## src/rtl/wb_decoder_pkg.sv

```systemverilog
// wb_decoder_pkg: bus widths and decoder FSM state encoding
package wb_decoder_pkg;
  localparam int WB_DW = 32;
  localparam int WB_AW = 32;
  typedef enum logic [1:0] {IDLE = 2'd0, ACTIVE = 2'd1, DONE = 2'd2} state_t;
endpackage

```

## src/rtl/wb_decoder_if.sv

```systemverilog
// wb_decoder_if: host Wishbone port plus per-slave strobe/data/ack fan-out
interface wb_decoder_if #(parameter int NUM_SLAVES = 4);
  import wb_decoder_pkg::*;
  logic [WB_AW-1:0] wb_addr;
  logic wb_cyc;
  logic wb_strobe;
  logic wb_we;
  logic [WB_DW-1:0] wb_data;
  logic wb_ack;
  logic wb_err;
  logic [NUM_SLAVES-1:0] s_strobe;
  logic [NUM_SLAVES-1:0] s_ack;
  logic [NUM_SLAVES-1:0][WB_DW-1:0] s_data;
  modport master (
    output wb_addr, wb_cyc, wb_strobe, wb_we, s_data, s_ack,
    input  wb_data, wb_ack, wb_err, s_strobe
  );
  modport slave (
    input  wb_addr, wb_cyc, wb_strobe, wb_we, s_data, s_ack,
    output wb_data, wb_ack, wb_err, s_strobe
  );
endinterface

```

## src/rtl/wb_decoder_timeout.sv

```systemverilog
// wb_decoder_timeout: saturating cycle counter flagging the last allowed cycle
module wb_decoder_timeout #(parameter int TIMEOUT = 16) (
  input  logic clock,
  input  logic reset,
  input  logic load,
  input  logic enable,
  output logic expired
);
  localparam int W = TIMEOUT > 0 ? $clog2(TIMEOUT + 1) : 1;
  logic [W-1:0] tcnt;
  always_ff @(posedge clock)
    if (reset || load) tcnt <= '0;
    else if (enable && tcnt != W'(TIMEOUT)) tcnt <= tcnt + 1'b1;
  assign expired = TIMEOUT != 0 && tcnt == W'(TIMEOUT - 1);
endmodule

```

## src/rtl/wb_decoder.sv

```systemverilog
// wb_decoder: registered Wishbone classic slot decoder with error termination
module wb_decoder
  import wb_decoder_pkg::*;
#(
  parameter int NUM_SLAVES = 4,
  parameter int SEL_LSB = 16,
  parameter int SEL_W = 2,
  parameter int TIMEOUT = 16
) (
  input logic clock,
  input logic reset,
  wb_decoder_if.slave bus
);
  state_t state, state_nx;
  logic [SEL_W-1:0] sel, slot;
  logic req, hit, sel_ack, expired, do_ack, do_err;
  assign req = bus.wb_cyc && bus.wb_strobe;
  assign slot = bus.wb_addr[SEL_LSB +: SEL_W];
  assign hit = int'(slot) < NUM_SLAVES;
  assign sel_ack = bus.s_ack[sel];
  assign bus.s_strobe = (state == ACTIVE && req) ? NUM_SLAVES'(1) << sel : '0;
  wb_decoder_timeout #(.TIMEOUT(TIMEOUT)) u_timeout (
    .clock(clock),
    .reset(reset),
    .load(state != ACTIVE),
    .enable(state == ACTIVE),
    .expired(expired)
  );
  always_comb begin
    state_nx = state;
    do_ack = 1'b0;
    do_err = 1'b0;
    case (state)
      IDLE: if (req) begin
        state_nx = hit ? ACTIVE : DONE;
        do_err = !hit;
      end
      // master abort wins over a same-cycle ack or timeout
      ACTIVE: if (!bus.wb_cyc) state_nx = IDLE;
        else if (sel_ack || expired) begin
          state_nx = DONE;
          do_ack = sel_ack;
          do_err = !sel_ack;
        end
      default: state_nx = IDLE;
    endcase
  end
  always_ff @(posedge clock)
    if (reset) begin
      state <= IDLE;
      sel <= '0;
      bus.wb_ack <= 1'b0;
      bus.wb_err <= 1'b0;
      bus.wb_data <= '0;
    end else begin
      state <= state_nx;
      bus.wb_ack <= do_ack;
      bus.wb_err <= do_err;
      if (do_ack || do_err) bus.wb_data <= do_ack ? bus.s_data[sel] : '0;
      if (state == IDLE && req && hit) sel <= slot;
    end
endmodule

```

## src/flat_wrapper.sv

```systemverilog
// flat-port wrapper written by rule: the top's interface ports become plain ports
module wb_decoder_flat import wb_decoder_pkg::*;
#(
  parameter int NUM_SLAVES = 4,
  parameter int SEL_LSB = 16,
  parameter int SEL_W = 2,
  parameter int TIMEOUT = 16
)
  (clock, reset, bus_wb_addr, bus_wb_cyc, bus_wb_strobe, bus_wb_we, bus_s_data, bus_s_ack, bus_wb_data, bus_wb_ack, bus_wb_err, bus_s_strobe);
  wb_decoder_if #(.NUM_SLAVES(NUM_SLAVES)) bus_i ();
  input logic clock;
  input logic reset;
  input wire logic [$bits(bus_i.wb_addr)-1:0] bus_wb_addr;
  input wire logic [$bits(bus_i.wb_cyc)-1:0] bus_wb_cyc;
  input wire logic [$bits(bus_i.wb_strobe)-1:0] bus_wb_strobe;
  input wire logic [$bits(bus_i.wb_we)-1:0] bus_wb_we;
  input wire logic [$bits(bus_i.s_data)-1:0] bus_s_data;
  input wire logic [$bits(bus_i.s_ack)-1:0] bus_s_ack;
  output wire logic [$bits(bus_i.wb_data)-1:0] bus_wb_data;
  output wire logic [$bits(bus_i.wb_ack)-1:0] bus_wb_ack;
  output wire logic [$bits(bus_i.wb_err)-1:0] bus_wb_err;
  output wire logic [$bits(bus_i.s_strobe)-1:0] bus_s_strobe;
  assign bus_i.wb_addr = bus_wb_addr;
  assign bus_i.wb_cyc = bus_wb_cyc;
  assign bus_i.wb_strobe = bus_wb_strobe;
  assign bus_i.wb_we = bus_wb_we;
  assign bus_i.s_data = bus_s_data;
  assign bus_i.s_ack = bus_s_ack;
  assign bus_wb_data = bus_i.wb_data;
  assign bus_wb_ack = bus_i.wb_ack;
  assign bus_wb_err = bus_i.wb_err;
  assign bus_s_strobe = bus_i.s_strobe;
  wb_decoder #(.NUM_SLAVES(NUM_SLAVES), .SEL_LSB(SEL_LSB), .SEL_W(SEL_W), .TIMEOUT(TIMEOUT)) u_core (.clock(clock), .reset(reset), .bus(bus_i));
endmodule
```

## config.mk

```make
export PLATFORM = sky130hd
export DESIGN_NAME = wb_decoder_flat
export DESIGN_NICKNAME = d
export VERILOG_FILES = /design/src/rtl/wb_decoder_pkg.sv /design/src/rtl/wb_decoder_if.sv /design/src/rtl/wb_decoder_timeout.sv /design/src/rtl/wb_decoder.sv /design/src/flat_wrapper.sv
export SDC_FILE = /design/constraint.sdc
export NUM_CORES = 1
export LEC_CHECK = 0
export BUFFER_PORTS_ARGS = -buffer_cell sky130_fd_sc_hd__buf_4
export CAP_MARGIN = 20
export CORE_MARGIN = 2
export CORE_UTILIZATION = 41
export CTS_CLUSTER_SIZE = 40
export DETAILED_ROUTE_END_ITERATION = 10
export MAX_ROUTING_LAYER = met4
export PLACE_DENSITY = 0.86
export SLEW_MARGIN = 20
export SYNTH_ARGS = -nofsm -noshare
export SYNTH_HDL_FRONTEND = slang
export SYNTH_HIERARCHICAL = 1
export SYNTH_SLANG_ARGS = --single-unit
```

## constraint.sdc

```tcl
create_clock -name clock -period 3.2 [get_ports clock]
set_input_delay 0.64 -clock clock [delete_from_list [all_inputs] [get_ports clock]]
set_output_delay 0.64 -clock clock [all_outputs]
set_load 0.01 [all_outputs]
```

==> metrics.md <==
| Metric | Value |
|---|---|
| Int Power | around 0.00094 W |
| Sink Count | 43 |
| Hold/Removal Path Class | reg -> reg |
| Initial DRT Pass Iterations | 4 |
| Die Area | ~6400 sq um |
| Rel. slew slack | ~53% |
| Slew Viols, Final | 0 |
| Startpoint types | flip-flop |
| Post-synth top area cell | dfxtp_1 |
| Largest net degree at the start of global routing | 40 |
| Antenna Nets Post-Route | 0 |
| First-pass GRT wire length | 11,300 um |
| Drt via density | 5.38 |
| Pwr Density | 322 nW/um^2 |
| Worst ir drop on vdd | 0.207 mV |
| Sw Ratio | a little under a quarter |
| # Post-CTS Setup Buffers | 0 |
| Core Box Area | about 5500 sq um |
| Post-synth EDFFs | 0 |
| Syn. warnings | 6 |
| #FFs+latches synth | 43 |
| Synth Flop Type | dfxtp_1 |
| Routed vias | 2,253 |
| Flop pwr share | 45.8% |
| FILL cells | around 420 |
| DRC Markers | 0 |
| IO Pins | between 200 and 250 |
| Critical Path AT | 1880 ps |
| Yosys top cell area share | a little over a third |
| Worst slew pin tran | about 700 ps |
| Die Span Y | approximately 80 um |
| Gr usage total | between 20% and 30% |
| Switching power | around 0.00028 W |
| Synth Instances | between 150 and 200 |
| Worst clock skew | 3.11 ps |
| CTS H-tree depth | 2 |
| Register area share after synthesis | 36.2% |
| Buffers on Ports | ~180 |
| Area Growth Syn to Fin | 59.4% |
| Fin nets | 518 |
| Area contributors post-synth | dfxtp_1 36%, mux4_2 30%, a22o_1 11% |
| CP required | 2560 ps |
| Share of layout cells above drive strength 1 | ~66% |
| Post-route minimum period | 2520 ps |
| Grt total ovfl | 0 |
| Initial core utilization | between 40 and 50% |
| Max clock buf depth | 2 |
| Detail Placement HPWL | approximately 6000 um |
| Vias in the first global route | around 2,400 |
| CTS Buf Count | 5 |
| Commonest cells in the netlist | 43 x dfxtp_1, 32 x mux4_2, 29 x a22o_1 |
| Hold buffer count at cts | 0 |
| Syn avg cell area | 13.5 sq um |
| CTS root buf | clkbuf_8 |
| Row count | 27 |
| Setup TNS | 0 ps |
| Async SR Flop Fraction | 0% |
| Net count after synthesis | approximately 350 |
| Final wirelength | 7600 um |
| CP Capture Type | output pin |
| Hold_ws | 485 ps |
| Mapped cell area | 2370 sq um |
| Leak pwr | approximately 1.7 nW |
| GP Congestion | around 0.76 |
| Outcome | complete, no violations |
| Post-CTS sizing | 0 |
| ANT cells | 0 |
| CTS tree | done |
| Unrepaired setup endpoints after global routing | false |
| WL/cell | 18.1 um |
| Comb power frac | 23.6% |
| Chip width | around 80 um |
| Clock power share | a little under a third |
| CTS clk-pin slew, worst paths | around 80 ps |
| Initial antenna violation count | 0 |
| Cell variety after synth | 33 |
| Final Hold Fails | 0 |
| Part of the cycle the worst path needs | 78.9% |
| Max capacitance violation total | 0 |
| Most common cell in the synthesized netlist | dfxtp_1 |
| Max frequency | 0.396 GHz |
| Iter 0 DRT Violations | 43 |
| Crit-path max FO | 25 |
| Clk_lat worst skew | just under 300 ps |
| Final setup viols | 0 |
| Critical setup path kind | reg -> out |
cells by family (layout without fill, tap and decap cells):
logic type / count (synthesis) / in the layout / share of synthesized area [%]
xor+xnor: 2 / 2 / 0.738
simple gates: 31 / 31 / 8.17
flops: 43 / 43 / 36.2
buf+inv: 21 / 192 / 5.90
mux: 39 / 39 / 33.3
compound gates: 37 / 37 / 14.1
fa+ha+maj: 3 / 3 / 1.58
path summary, 6_finish.rpt:
kind / from / end / slack (ps) / depth (start not counted)
setup / recovery: u_core/sel[0] / bus_s_strobe[1] / 680 / 3
hold / removal: u_core/bus.wb_data[4] / u_core/bus.wb_data[4] / 480 / 1
setup reg to reg: u_core/sel[0] / u_core/bus.wb_data[28] / 680 / 5
hold reg to reg: u_core/bus.wb_data[4] / u_core/bus.wb_data[4] / 480 / 1
stage by stage:
stage	cells	utilization (%)	power, W	cell area [sq um]	setup WS (ps)
3_5_place_dp	411	66.5	0.000859	3690	682
5_1_grt	419	68.3	0.00127	3790	434
6_report	419	68.3	0.00122	3790	676
3_3_place_gp	411	66.5	0.000847	3690	810
2_1_floorplan	176	-	0.000700	2370	1280
4_1_cts	419	68.3	0.00123	3790	598
per-layer routing:
layer	up-vias	wire, um	global-route usage (%)
met3	12	634	6.29
li1	1048	-	-
met4	0	120	6.95
met1	1082	2650	23.8
met2	111	4200	44.0
met5	-	0	-
layout by cell type, fill, tap and decap left out, drive strengths merged:
master and n:
buf 178, dfxtp 43, mux4 32, a22o 32, clkbuf 8, nand2 8
nor2 8, mux2i 7, inv 6, nor3b 3, nor3 3, ha 3
and3 3, xor2 2, and2b 1, nand3 1, and4b 1, a21oi 1
a211o 1, nand3b 1, o32ai 1, nand4bb 1, nand4 1, o21ai 1
a31oi 1
sequential cells by signal, summed over array words and instances, names as in the netlist:
name	count
u_core/bus.wb_data	32
u_core/u_timeout/tcnt	5
u_core/sel	2
u_core/state	2
u_core/bus.wb_ack	1
u_core/bus.wb_err	1
power by group through the flow:
| stage | logic [W] | clock network (W) | registers, W |
|---|---|---|---|
| finish | 0.000287 | 0.000374 | 0.000558 |
| CTS | 0.000289 | 0.000382 | 0.000558 |
| floorplan | 0.000130 | 0 | 0.000570 |
| global route | 0.000305 | 0.000404 | 0.000560 |
| global placement | 0.000276 | 0 | 0.000570 |
| detailed placement | 0.000288 | 0 | 0.000571 |
cell type report:
cell class | instances | area, sq um | share of cell area, %
tap | 72 | 90.1 | 2.38
sequential | 43 | 863 | 22.8
timing repair buffer | 178 | 1340 | 35.3
clock buffer | 8 | 100 | 2.64
multi-input combinational | 112 | 1370 | 36.3
inverter | 6 | 22.5 | 0.595
worst max-delay path, stage by stage, from the launching register on:
cell and delay, ps:
dfxtp_2 670, buf_4 490, nor3b_1 260, buf_4 160
Power figures use the tool's default switching activity.
